--- src/rtl/obs_scroll_gen.sv ---
// obs_scroll_gen: obstacle generator feeding the 7-segment display driver.
// Divides clk into a world-dependent scroll tick. Each tick shifts the three
// obstacle digits toward the exit and loads a new entry pattern drawn from an
// 8-bit Galois LFSR. Any bonus glyph on screen is blanked when the player
// takes it.
//
// Ports:
//   clk            system clock
//   rst            asynchronous active-high reset
//   en             game running; low freezes the divider, display and LFSR
//   clear_i        synchronous restart to the reset state
//   mundo_i[1:0]   world level; the scroll period is DIV_BASE >> mundo_i
//   bono_tomado_i  one-cycle pulse, the player took the bonus
//   display_obs    {exit[20:14], middle[13:7], entry[6:0]}, segment a = bit 0
//   obs_counter    number of non-blank digits in display_obs
//   bono_activo_o  a bonus glyph is present in some digit
//   tick_o         one-cycle scroll strobe (combinational)
module obs_scroll_gen #(
  parameter logic [29:0] DIV_BASE  = 30'd27000000,
  parameter logic [7:0]  LFSR_SEED = 8'hA5
) (
  input  logic        clk,
  input  logic        rst,
  input  logic        en,
  input  logic        clear_i,
  input  logic [1:0]  mundo_i,
  input  logic        bono_tomado_i,
  output logic [20:0] display_obs,
  output logic [1:0]  obs_counter,
  output logic        bono_activo_o,
  output logic        tick_o
);

  localparam int unsigned DIGIT_W   = 7;
  localparam int unsigned NUM_DIGIT = 3;
  localparam logic [6:0]  GLYPH_BLANK = 7'h00;
  localparam logic [6:0]  GLYPH_LOW   = 7'h08;
  localparam logic [6:0]  GLYPH_HIGH  = 7'h01;
  localparam logic [6:0]  GLYPH_BONUS = 7'h40;
  // Galois feedback mask for x^8+x^6+x^5+x^4+1 (right-shifting form)
  localparam logic [7:0]  LFSR_TAPS = 8'hB8;

  logic [29:0] r_div;
  logic [7:0]  r_lfsr;

  logic [29:0] w_limit;
  logic        w_tick;
  logic        w_bonus_shifted;
  logic [6:0]  w_new_digit;
  logic [29:0] w_div_nxt;
  logic [7:0]  w_lfsr_nxt;
  logic [20:0] w_disp_nxt;
  logic [1:0]  w_cnt_nxt;
  logic        w_bono_nxt;

  function automatic logic [7:0] lfsr_advance(input logic [7:0] v);
    lfsr_advance = v[0] ? ((v >> 1) ^ LFSR_TAPS) : (v >> 1);
  endfunction

  // Scroll tick; >= (not ==) so lowering the limit mid-count can never overrun
  assign w_limit = DIV_BASE >> mundo_i;
  assign w_tick  = en & (r_div >= (w_limit - 30'd1));
  assign tick_o  = w_tick;

  // Only the digits that survive the shift can block a new bonus
  assign w_bonus_shifted = (display_obs[6:0] == GLYPH_BONUS) ||
                           (display_obs[13:7] == GLYPH_BONUS);

  // Entry pattern from the pre-advance LFSR
  always_comb begin
    w_new_digit = GLYPH_BLANK;
    unique case (r_lfsr[1:0])
      2'b00: w_new_digit = GLYPH_BLANK;
      2'b01: w_new_digit = GLYPH_LOW;
      2'b10: w_new_digit = GLYPH_HIGH;
      2'b11: w_new_digit = w_bonus_shifted ? GLYPH_BLANK : GLYPH_BONUS;
      default: w_new_digit = GLYPH_BLANK;
    endcase
  end

  // Next divider, LFSR and display; bonus take is applied after the shift
  always_comb begin
    w_div_nxt  = r_div;
    w_lfsr_nxt = r_lfsr;
    w_disp_nxt = display_obs;
    w_cnt_nxt  = 2'd0;
    w_bono_nxt = 1'b0;

    if (en) begin
      w_div_nxt = w_tick ? 30'd0 : (r_div + 30'd1);
    end

    if (w_tick) begin
      w_disp_nxt = {display_obs[13:0], w_new_digit};
      w_lfsr_nxt = lfsr_advance(r_lfsr);
    end

    if (bono_tomado_i) begin
      for (int i = 0; i < NUM_DIGIT; i++) begin
        if (w_disp_nxt[i*DIGIT_W +: DIGIT_W] == GLYPH_BONUS) begin
          w_disp_nxt[i*DIGIT_W +: DIGIT_W] = GLYPH_BLANK;
        end
      end
    end

    for (int i = 0; i < NUM_DIGIT; i++) begin
      if (w_disp_nxt[i*DIGIT_W +: DIGIT_W] != GLYPH_BLANK) begin
        w_cnt_nxt = w_cnt_nxt + 2'd1;
      end
      if (w_disp_nxt[i*DIGIT_W +: DIGIT_W] == GLYPH_BONUS) begin
        w_bono_nxt = 1'b1;
      end
    end
  end

  // State and registered outputs; clear_i overrides tick and bonus take
  always_ff @(posedge clk or posedge rst) begin
    if (rst) begin
      r_div         <= 30'd0;
      r_lfsr        <= LFSR_SEED;
      display_obs   <= 21'd0;
      obs_counter   <= 2'd0;
      bono_activo_o <= 1'b0;
    end else if (clear_i) begin
      r_div         <= 30'd0;
      r_lfsr        <= LFSR_SEED;
      display_obs   <= 21'd0;
      obs_counter   <= 2'd0;
      bono_activo_o <= 1'b0;
    end else begin
      r_div         <= w_div_nxt;
      r_lfsr        <= w_lfsr_nxt;
      display_obs   <= w_disp_nxt;
      obs_counter   <= w_cnt_nxt;
      bono_activo_o <= w_bono_nxt;
    end
  end

endmodule
--- config.mk ---
export PLATFORM = sky130hd
export DESIGN_NAME = obs_scroll_gen
export DESIGN_NICKNAME = d
export VERILOG_FILES = /design/src/rtl/obs_scroll_gen.sv
export SDC_FILE = /design/constraint.sdc
export NUM_CORES = 1
export LEC_CHECK = 0
export ABC_AREA = 1
export BUFFER_PORTS_ARGS = -buffer_cell sky130_fd_sc_hd__buf_2
export CORE_MARGIN = 2
export CORE_UTILIZATION = 30
export DETAILED_ROUTE_END_ITERATION = 12
export PLACE_DENSITY = 0.46
export SYNTH_ARGS = -nofsm -noshare
export SYNTH_HDL_FRONTEND = slang
export SYNTH_SLANG_ARGS = --single-unit
--- constraint.sdc ---
create_clock -name clk -period 6.8 [get_ports clk]
set_clock_uncertainty 0.2 [all_clocks]
set_input_delay 1.36 -clock clk [delete_from_list [all_inputs] [get_ports clk]]
set_output_delay 1.36 -clock clk [all_outputs]
set_load 0.005 [all_outputs]
# Word level (Yosys, flattened, before mapping)
# Cells that the tools add are included.
dict set report totals {
  regBits 62
  in_bits 7
  output_inout_bits 25
  word_cells 53
}
dict set report op_classes {
  n_addsub 4
  order_cmp 1
  n_eq_ne 11
  shifts 1
  n_mux 22
  bitwise 2
  reduce_logical 7
}
# cell n
set ops {}
lappend ops {{$mux 30} 3}
lappend ops {{$mux 21} 3}
lappend ops {{$eq 7x7->1 const B} 8}
lappend ops {{$add 30x1->30 const B} 1}
lappend ops {{$ge 30x30->1} 1}
lappend ops {{$shr 25x2->30 const A} 1}
lappend ops {{$sub 30x1->30 const B} 1}
lappend ops {{$mux 7} 4}
lappend ops {{$pmux 7 s4} 1}
lappend ops {{$mux 8} 3}
lappend ops {{$reduce_bool 7->1} 3}
lappend ops {{$mux 2} 3}
lappend ops {{$mux 1} 5}
lappend ops {{$add 2x1->2 const B} 2}
lappend ops {{$eq 2x2->1 const B} 2}
lappend ops {{$not 3->4} 1}
lappend ops {{$reduce_bool 2->1} 2}
lappend ops {{$eq 2x1->1 const B} 1}
lappend ops {{$logic_not 2->1} 1}
lappend ops {{$and 1x1->1} 1}
lappend ops {{$logic_or 1x1->1} 1}

# Depth between registers and ports, before layout
# Gate-level depths: netlist (run 1).
dict set report depth {
  ltp_word 15
  depth_mapped 28
  ltp_nobuf 27
}

# Worst setup path after synthesis (run 1)
# Ideal clock, no wire load.
dict set report synth_timing {
  path_type {input-to-output}
  from {in mundo_i[1]}
  to {out tick_o}
  arrival_ns 3.008
  required_time_ns 5.240
  slack_ns 2.232
  path_stages 14
  n_path_buf 1
  path_cell_list {inv_1 ha_1 inv_1 xor2_1 ha_1 nand2_1 nor2_1 nand2_1 nand2_1 nand2_1 nand3_2 nand2_2 a21boi_4 buf_4}
}
dict set report synth_via {
  elab_chain_cells 4
}
# element line_no
set synth_lines {}
lappend synth_lines {{start, declared} 26} ;# input logic [1:0] mundo_i,
lappend synth_lines {{$shr 25x2->30} 61} ;# assign w_limit = DIV_BASE >> mundo_i;
lappend synth_lines {{$sub 30x1->30} 62} ;# assign w_tick = en & (r_div >= (w_limit - 30'd1));
lappend synth_lines {{$ge 30x30->1} 62}
lappend synth_lines {{$and 1x1->1} 62}
lappend synth_lines {{end, declared} 31} ;# output logic tick_o
# Every way passes these cells.

# Final worst setup path (run 1)
# Ends and elaborated chain as after synthesis.

==> flow_results.org, run 1 <==
** Clocking
- Buffer depth of the longest clock path :: 2
- Clock latency on the worst-skew pair :: 0.34 ns
- For this design, the sink count on the clock tree is 62.
- Root Buffer Master :: clkbuf_16
- In this run the post-CTS setup repair buffer count came out at 0.
- Cts-stage hold buffer count :: 0
- Clock-pin slew was measured on the worst setup and hold paths at 0.06 ns.
- H-tree lvl count :: 3
- Once the clock tree was built, the resizer swapped 0 gates to a different size.
- TritonCTS built the clock tree.
- Total CTS buffers :: 9

** Yosys
- In the post-synthesis netlist, the biggest area contributors are dfrtp_1 (37%), nand2_1 (11%), ha_1 (9.3%).
- The most used flip-flop cell after synthesis is dfrtp_1.
- Each instance of the synthesized netlist takes up on average 7.690 µm².
- Post-synthesis sequential element count :: 62
- The cell area that synthesis handed to floorplanning was 3891 µm².
- The synthesized design devotes to its leading area cell type 37.30% of total area.
- After technology mapping, the gate count stands at 506.
- For this run, the register share of the synthesized area comes to 40.00%.
- After synthesis, the most frequently instantiated cells are nand2_1 (109), nor2_1 (79), inv_1 (75).
- Yosys mapped a number of flops with a built-in enable equal to 0.
- Async set or reset register ratio after synthesis :: 100.0%
- Number of synthesis warnings :: 0
- Summed over all instances, the cell type with the most area after synthesis is dfrtp_1.
- Among all cell types in the netlist, the one instantiated most often is nand2_1.
- Synthesis instantiated 40 different standard cells from the library.

** Power and ir drop
- Switching component of the power :: 0.2095 mW
- The completed layout was analyzed and its total power is 0.8760 mW.
- The clock network burns 52.2% of the power.
- Part of the total power dissipated in sequential elements :: 42.7%
- Power Internal :: 0.6665 mW
- Power spread over the standard cell area amounts to 194.4 nW/µm².
- The worst-case IR drop observed on VDD is 0.08529 mV.
- In this run the static leakage power is 2.246 nW.
- Proportion of power drawn by combinational gates :: 5.1%
- In this run switching power makes up 23.92% of total power.

** Finish
- Final-layout fill cell count :: 1403
- Relative to the synthesized area, the layout overhead comes to 15.79%.
- # diodes :: 0
- Cells with a size suffix above 1 make up 13.76% of the layout.
- Post-layout nets :: 576
- Once layout is complete, the cells apart from fillers number 717.

** Worst setup path
- The most numerous cell type found on the critical path is nand2_1.
- The number of buffers and inverters on the critical path is 4.
- Among cell families on the critical path, the largest total delay comes from adder cells.
- CP Data Arrival Time :: 3.55 ns
- The largest single stage delay on the critical path is 0.38 ns.
- Walking the worst path, the cells encountered are buf_2 -> inv_1 -> ha_1 -> inv_1 -> xor2_1 -> ha_1 -> nand2_1 -> nor2_1 -> nand2_1 -> nand2_1 -> nand2_1 -> nand3_2 -> nand2_2 -> a21boi_4 -> buf_2.
- STA classifies the critical path startpoint as an input pin.
- Counting cells, the worst reg-to-reg path comes to 18.
- Along the worst path, the maximum fanout reaches 14.
- Data on the critical path is required at its endpoint by 5.24 ns.
- Across all register-to-register paths, the minimum setup slack is 3.53 ns.
- Master of the slowest instance on the critical path :: a21boi_4
- Crit. End Element :: primary output
- Critical register-to-register path endpoint :: obs_counter[0]
- The startpoint identified for the worst register-to-register timing path is r_div[21].
- Classification of the worst setup path :: input pin to primary output

** Route
- After the first detailed-routing iteration, the DRC count stood at 146.
- After detailed routing, the average wire length per cell comes to 13.20 µm.
- Count of nets left with antenna violations after detail routing :: 0
- The first detailed-routing pass ran for 4 iterations.
- Dividing the detail-routed via count by the number of cells gives 4.522.
- For this block, the via count after detailed routing is 3242.
- Wires add up to 9467 µm.
- Remaining design rule violation count :: 0

** Timing
- At the pin with the least slew margin, the transition time is 0.8577 ns.
- Number of endpoints with negative hold slack in the final report :: 0
- The final max-slew violation count came to 0.
- Setup TNS :: 0 ns
- Setup repair after global routing missed its margin :: false
- Based on the critical path, the design can be clocked at up to 0.1959 GHz.
- Count of final setup violators :: 0
- Final Critical Period :: 5.105 ns
- The worst pin sits at a relative slew slack of 42.61%.
- Of the available clock period, the critical path in the final layout requires 75.08%.

** GRT
- The number of antenna violations at the first check in global routing is 0.
- Total routing usage reported by global routing :: 14.66%
- Vias in the first global route :: 3290
- Wire length of the first global-routing pass :: 16170 µm
- Entering global routing, the biggest net connects 63 pins.
- Total global routing overflow :: 0

** Floorplan
- Count of standard-cell rows :: 41
- Top-level I/O count :: 32
- Area of the placeable core :: 12620 µm²
- Overall die area :: 13900 µm²
- For this configuration, the core starts out at a cell density of 30.83%.
- The die is 117.9 µm wide.
- Die extent in y :: 117.9 µm

** Hold path
- Along the worst hold path, the cell count comes to 2.
- Worst Min Path Start :: r_lfsr[2]
- In this run the worst hold path is classified as register to register.
- Worst hold endpoint :: r_lfsr[2]

** Placed design
- Routability-driven placement finished with a final weighted congestion of 0.8631.
- Count of input and output buffers :: 31
- HPWL reported at the end of detailed placement :: 6984 µm
- Placed Cells :: 701

** Flow run
- Max-Cap Viols :: 0

** Status
- The flow ran to the end, and the final reports show no timing, DRC or antenna violations.
[tightest hold or removal path, cell delays in order, from the launching register on]
cell	delay, ns
dfstp_2	0.36
nand2_1	0.05
o211ai_1	0.07
[state kept, by name, summed over array words and instances, names as in the netlist]
signal         cells
r_lfsr             8
bono_activo_o      1
obs_counter        2
r_div             30
display_obs       21
[metrics by stage]
stage / cell area (µm²) / hold slack, ns / util, % / setup slack [ns]
after floorplan: 3899 / 0.2755 / - / 2.232
after global placement: 4215 / 0.2975 / 33.40 / 1.729
after detailed placement: 4215 / 0.2996 / 33.40 / 1.683
after CTS: 4506 / 0.3082 / 35.70 / 1.678
after global routing: 4506 / 0.3336 / 35.70 / 1.500
final: 4506 / 0.3022 / 35.70 / 1.695
[how the worst max path moves through the flow]
stage                           from     end  cells after the start
after global routing      mundo_i[1]  tick_o                     15
after global placement    mundo_i[1]  tick_o                     15
after CTS                 mundo_i[1]  tick_o                     15
after floorplan           mundo_i[1]  tick_o                     14
final                     mundo_i[1]  tick_o                     15
after detailed placement  mundo_i[1]  tick_o                     15
[layer usage]
metal | track usage, % | vias to the layer above | wire length (µm)
met5 | 0 | - | 0
met4 | 6.250 | 0 | 250
met1 | 18.66 | 1496 | 4606
met3 | 4.215 | 17 | 352
met2 | 23.18 | 57 | 4258
li1 | - | 1672 | -
[power groups by stage]
| stage | logic [mW] | registers [mW] | clock network [mW] |
|---|---|---|---|
| finish | 0.0444 | 0.374 | 0.458 |
| global route | 0.0522 | 0.374 | 0.481 |
| CTS | 0.0459 | 0.374 | 0.469 |
| detailed placement | 0.0458 | 0.380 | 0 |
| global placement | 0.0450 | 0.380 | 0 |
| floorplan | 0.0320 | 0.380 | 0 |
[layout by cell type (no fill, tap or decap), types with 2 or more instances in the layout]
| cell | synthesis | final |
|---|---|---|
| o211ai_1 | 4 | 4 |
| nand2_4 | 2 | 2 |
| nor4_1 | 7 | 7 |
| dfrtp_1 | 58 | 58 |
| dfstp_2 | 4 | 4 |
| o21ai_1 | 9 | 9 |
| nand3_1 | 18 | 18 |
| o21ai_0 | 9 | 9 |
| clkbuf_16 | 0 | 9 |
| clkinv_2 | 0 | 3 |
| nand4_1 | 12 | 12 |
| ha_1 | 29 | 29 |
| nor2_1 | 79 | 79 |
| xor2_1 | 17 | 17 |
| inv_1 | 75 | 74 |
| nand2_2 | 2 | 2 |
| xnor2_1 | 5 | 5 |
| nor2_2 | 6 | 6 |
| o21ai_2 | 2 | 2 |
| conb_1 | 2 | 4 |
| or2_2 | 3 | 3 |
| nor3_1 | 12 | 12 |
| a21oi_1 | 15 | 15 |
| nand2_1 | 109 | 109 |
| buf_2 | 1 | 31 |
| buf_4 | 2 | 2 |
| nand3_2 | 2 | 2 |
[cell type report]
type                    instances  area, µm²  share of cell area [%]
clock buffers                  10      229.0                   5.082
clock inverters                 6      61.31                   1.361
inverters                      76      285.3                   6.332
multi-input cells             358       1988                   44.13
flip-flops and latches         62       1556                   34.55
well taps                     172      215.2                   4.776
repair buffers                 33      170.2                   3.777
[cell families after synthesis]
group	synth area share [%]
AND/OR/NAND/NOR	28.75
buffers and inverters	9.099
flip-flops	40.00
AO/OA/AOI/OAI	7.685
adder cells (fa/ha/maj)	9.325
XOR/XNOR	4.952
other	0.1930
Note: power is estimated with default switching activity, not from simulation.
==> run 2: changes to the inputs <==
- clock period: 6.8 -> 4.9 ns (I/O delays scaled with it)
==> run 2 against run 1 <==
Wire length rose by 2.4%. Worst hold slack better by 0.0058 ns. Cell count rose by 0.14%. Register-to-register slack worse by 1.9 ns. Critical endpoint unchanged.
==> flow_results.org, run 2 (synthesis gave the netlist of run 1 again) <==
** Finish
- Final-layout fill cell count :: 1355
- Non-filler cells, final :: 718
- Fraction of layout instances using a drive strength above 1 :: 14.10%
- The register with the most flip-flops in the layout has 30 of them.
- Most common library cell in the layout ignoring fill and taps :: nand2_1
- Measured on the finished design, the core utilization comes to 36.19%.
- Biggest registers after layout :: r_div (30), display_obs (21), r_lfsr (8)
- Most frequent cells in the layout :: nand2_1 (109), nor2_1 (79), inv_1 (74)
- For this run, the post-layout net count is 577.
- Most flops, register :: r_div
- Area Overhead vs Synth :: 17.36%
- The number of antenna diodes in the final layout is 0.

** Power and ir drop
- Power Internal :: 0.9955 mW
- Proportion of power drawn by combinational gates :: 5.0%
- Clk pwr share :: 54.9%
- Sequential cells account for 40.1% of the total power.
- Worst voltage drop across the vdd grid :: 0.1905 mV
- Proportion of total power due to net switching :: 23.03%
- Switching component of the power :: 0.2978 mW
- Total power draw :: 1.293 mW
- For this design the ratio of total power to cell area is 283.2 nW/µm².
- Reported leakage power :: 2.268 nW

** Clocking
- H-tree lvl count :: 3
- The clock reaches the later pin of the worst-skew pair after 0.34 ns.
- Cts-stage hold buffer count :: 0
- The clock net in this run drives a total of 62 sinks.
- Total CTS buffers :: 9
- The tree is rooted in a clkbuf_16.
- Number of buffers inserted by post-CTS setup repair :: 0
- TritonCTS clock tree :: built
- Buffer depth of the longest clock path :: 2
- Clock-pin slew was measured on the worst setup and hold paths at 0.05 ns.
- Number of gates resized after CTS :: 0

** Timing
- Final Critical Period :: 4.351 ns
- Setup violations remaining at the end of the flow were counted as 0.
- For this run, the top clock speed supported by timing is 0.2298 GHz.
- Final Cycle Share :: 88.79%
- Setup repair after global routing missed its margin :: false
- Setup TNS :: 0 ns
- Hold timing on the final database bottoms out at a slack of 0.3080 ns.
- Slew at the pin with the worst max-slew slack :: 0.6916 ns
- The total count of hold-check failures in the final report is 0.
- The worst pin sits at a relative slew slack of 53.82%.
- The final max-slew violation count came to 0.

** GRT
- Wire length of the first global-routing pass :: 16660 µm
- The number of antenna violations at the first check in global routing is 0.
- Global routing used 15.01% of the available tracks across all layers.
- Largest net degree at the start of global routing :: 33
- Vias in the first global route :: 3405
- Total global routing overflow :: 0

** Placed design
- At the end of routability-driven placement, the weighted congestion stood at 0.8089.
- Placed Cells :: 702
- Count of input and output buffers :: 31
- After legalization and detailed placement, the total HPWL measured 7231 µm.

** Route
- For this block, the via count after detailed routing is 3245.
- Count of nets left with antenna violations after detail routing :: 0
- In the routed design, unresolved DRC markers number 0.
- Total detailed-routing wirelength :: 9696 µm
- Dividing the detail-routed via count by the number of cells gives 4.519.
- Before antenna repair, the detailed router went through 4 iterations.
- Detailed-route wire length per cell :: 13.50 µm
- DR iter-0 viols :: 114

** Worst setup path
- The worst setup path is launched from an input pin.
- Classification of the worst setup path :: input pin to primary output
- Beginning of the critical path :: mundo_i[1]
- The worst register-to-register path begins at r_div[21].
- Along the worst path, the maximum fanout reaches 14.
- STA puts the critical path data required time at 3.72 ns.
- Data arrives at the worst endpoint at 3.17 ns.
- Crit. End Element :: primary output

** Hold path
- The path class of the tightest hold or removal check is register to register.
- Worst Min Path Start :: r_lfsr[5]

** Floorplan
- Area of the placeable core :: 12620 µm²
- The floorplan step set the die height to 117.9 µm.
- The die covers 13900 µm².
- Die width :: 117.9 µm
- After floorplanning, the core was divided into 41 placement rows.
- The initial utilization of the core area, before any placement, comes to 30.83%.
- Top-level I/O count :: 32

** Status
- The flow ran to the end, and the final reports show no timing, DRC or antenna violations.

** Flow run
- Max-cap violations in this run came to 0.
[run 2: critical path, cell delays in order]
cell      delay [ns]
buf_2           0.14
inv_1           0.12
ha_1            0.34
inv_1           0.09
xor2_1          0.17
ha_1            0.30
nand2_1         0.06
nor2_1          0.08
nand2_1         0.05
nand2_1         0.06
nand2_1         0.06
nand3_2         0.06
nand2_2         0.09
a21boi_4        0.38
buf_2           0.19
[run 2: through the flow]
stage	instance area, µm²	worst slack [ns]
after floorplan	3899	1.043
after global placement	4235	0.5506
after detailed placement	4235	0.4456
after CTS	4567	0.5136
after global routing	4567	0.2684
final	4567	0.5492
[run 2: layout make-up]
class                   instances  area, µm²  area share, %
clock buffers                  10      239.0          5.233
inverters                      76      285.3          6.247
well taps                     172      215.2          4.712
flip-flops and latches         62       1556          34.08
repair buffers                 34      190.2          4.164
multi-input cells             358       1988          43.53
clock inverters                 6      92.59          2.027
[run 2: power groups by stage]
| stage | logic (mW) | clock network, mW | registers, mW |
|---|---|---|---|
| final | 0.0643 | 0.710 | 0.519 |
| after CTS | 0.0666 | 0.726 | 0.519 |
| after floorplan | 0.0444 | 0 | 0.527 |
| after global routing | 0.0749 | 0.746 | 0.519 |
| after global placement | 0.0653 | 0 | 0.528 |
| after detailed placement | 0.0662 | 0 | 0.528 |
[run 2: worst paths after layout]
path / to / slack [ns] / cells past startpoint
min in group asynchronous: r_div[0] / 0.54 / 2
min reg2reg: r_lfsr[5] / 0.31 / 2
max reg2reg: obs_counter[0] / 1.63 / 16
min: r_lfsr[5] / 0.31 / 2
max: tick_o / 0.55 / 15
max in group asynchronous: r_lfsr[7] / 3.04 / 3
[run 2: layer usage]
| layer | part of all wire [%] | vias up | wire, µm | global-route usage (%) |
|---|---|---|---|---|
| met5 | 0 | - | 0 | 0 |
| li1 | - | 1660 | - | - |
| met4 | 1.5 | 0 | 145 | 5.120 |
| met1 | 46 | 1523 | 4470 | 18.33 |
| met2 | 48 | 52 | 4693 | 25.76 |
| met3 | 4.0 | 10 | 386 | 3.682 |
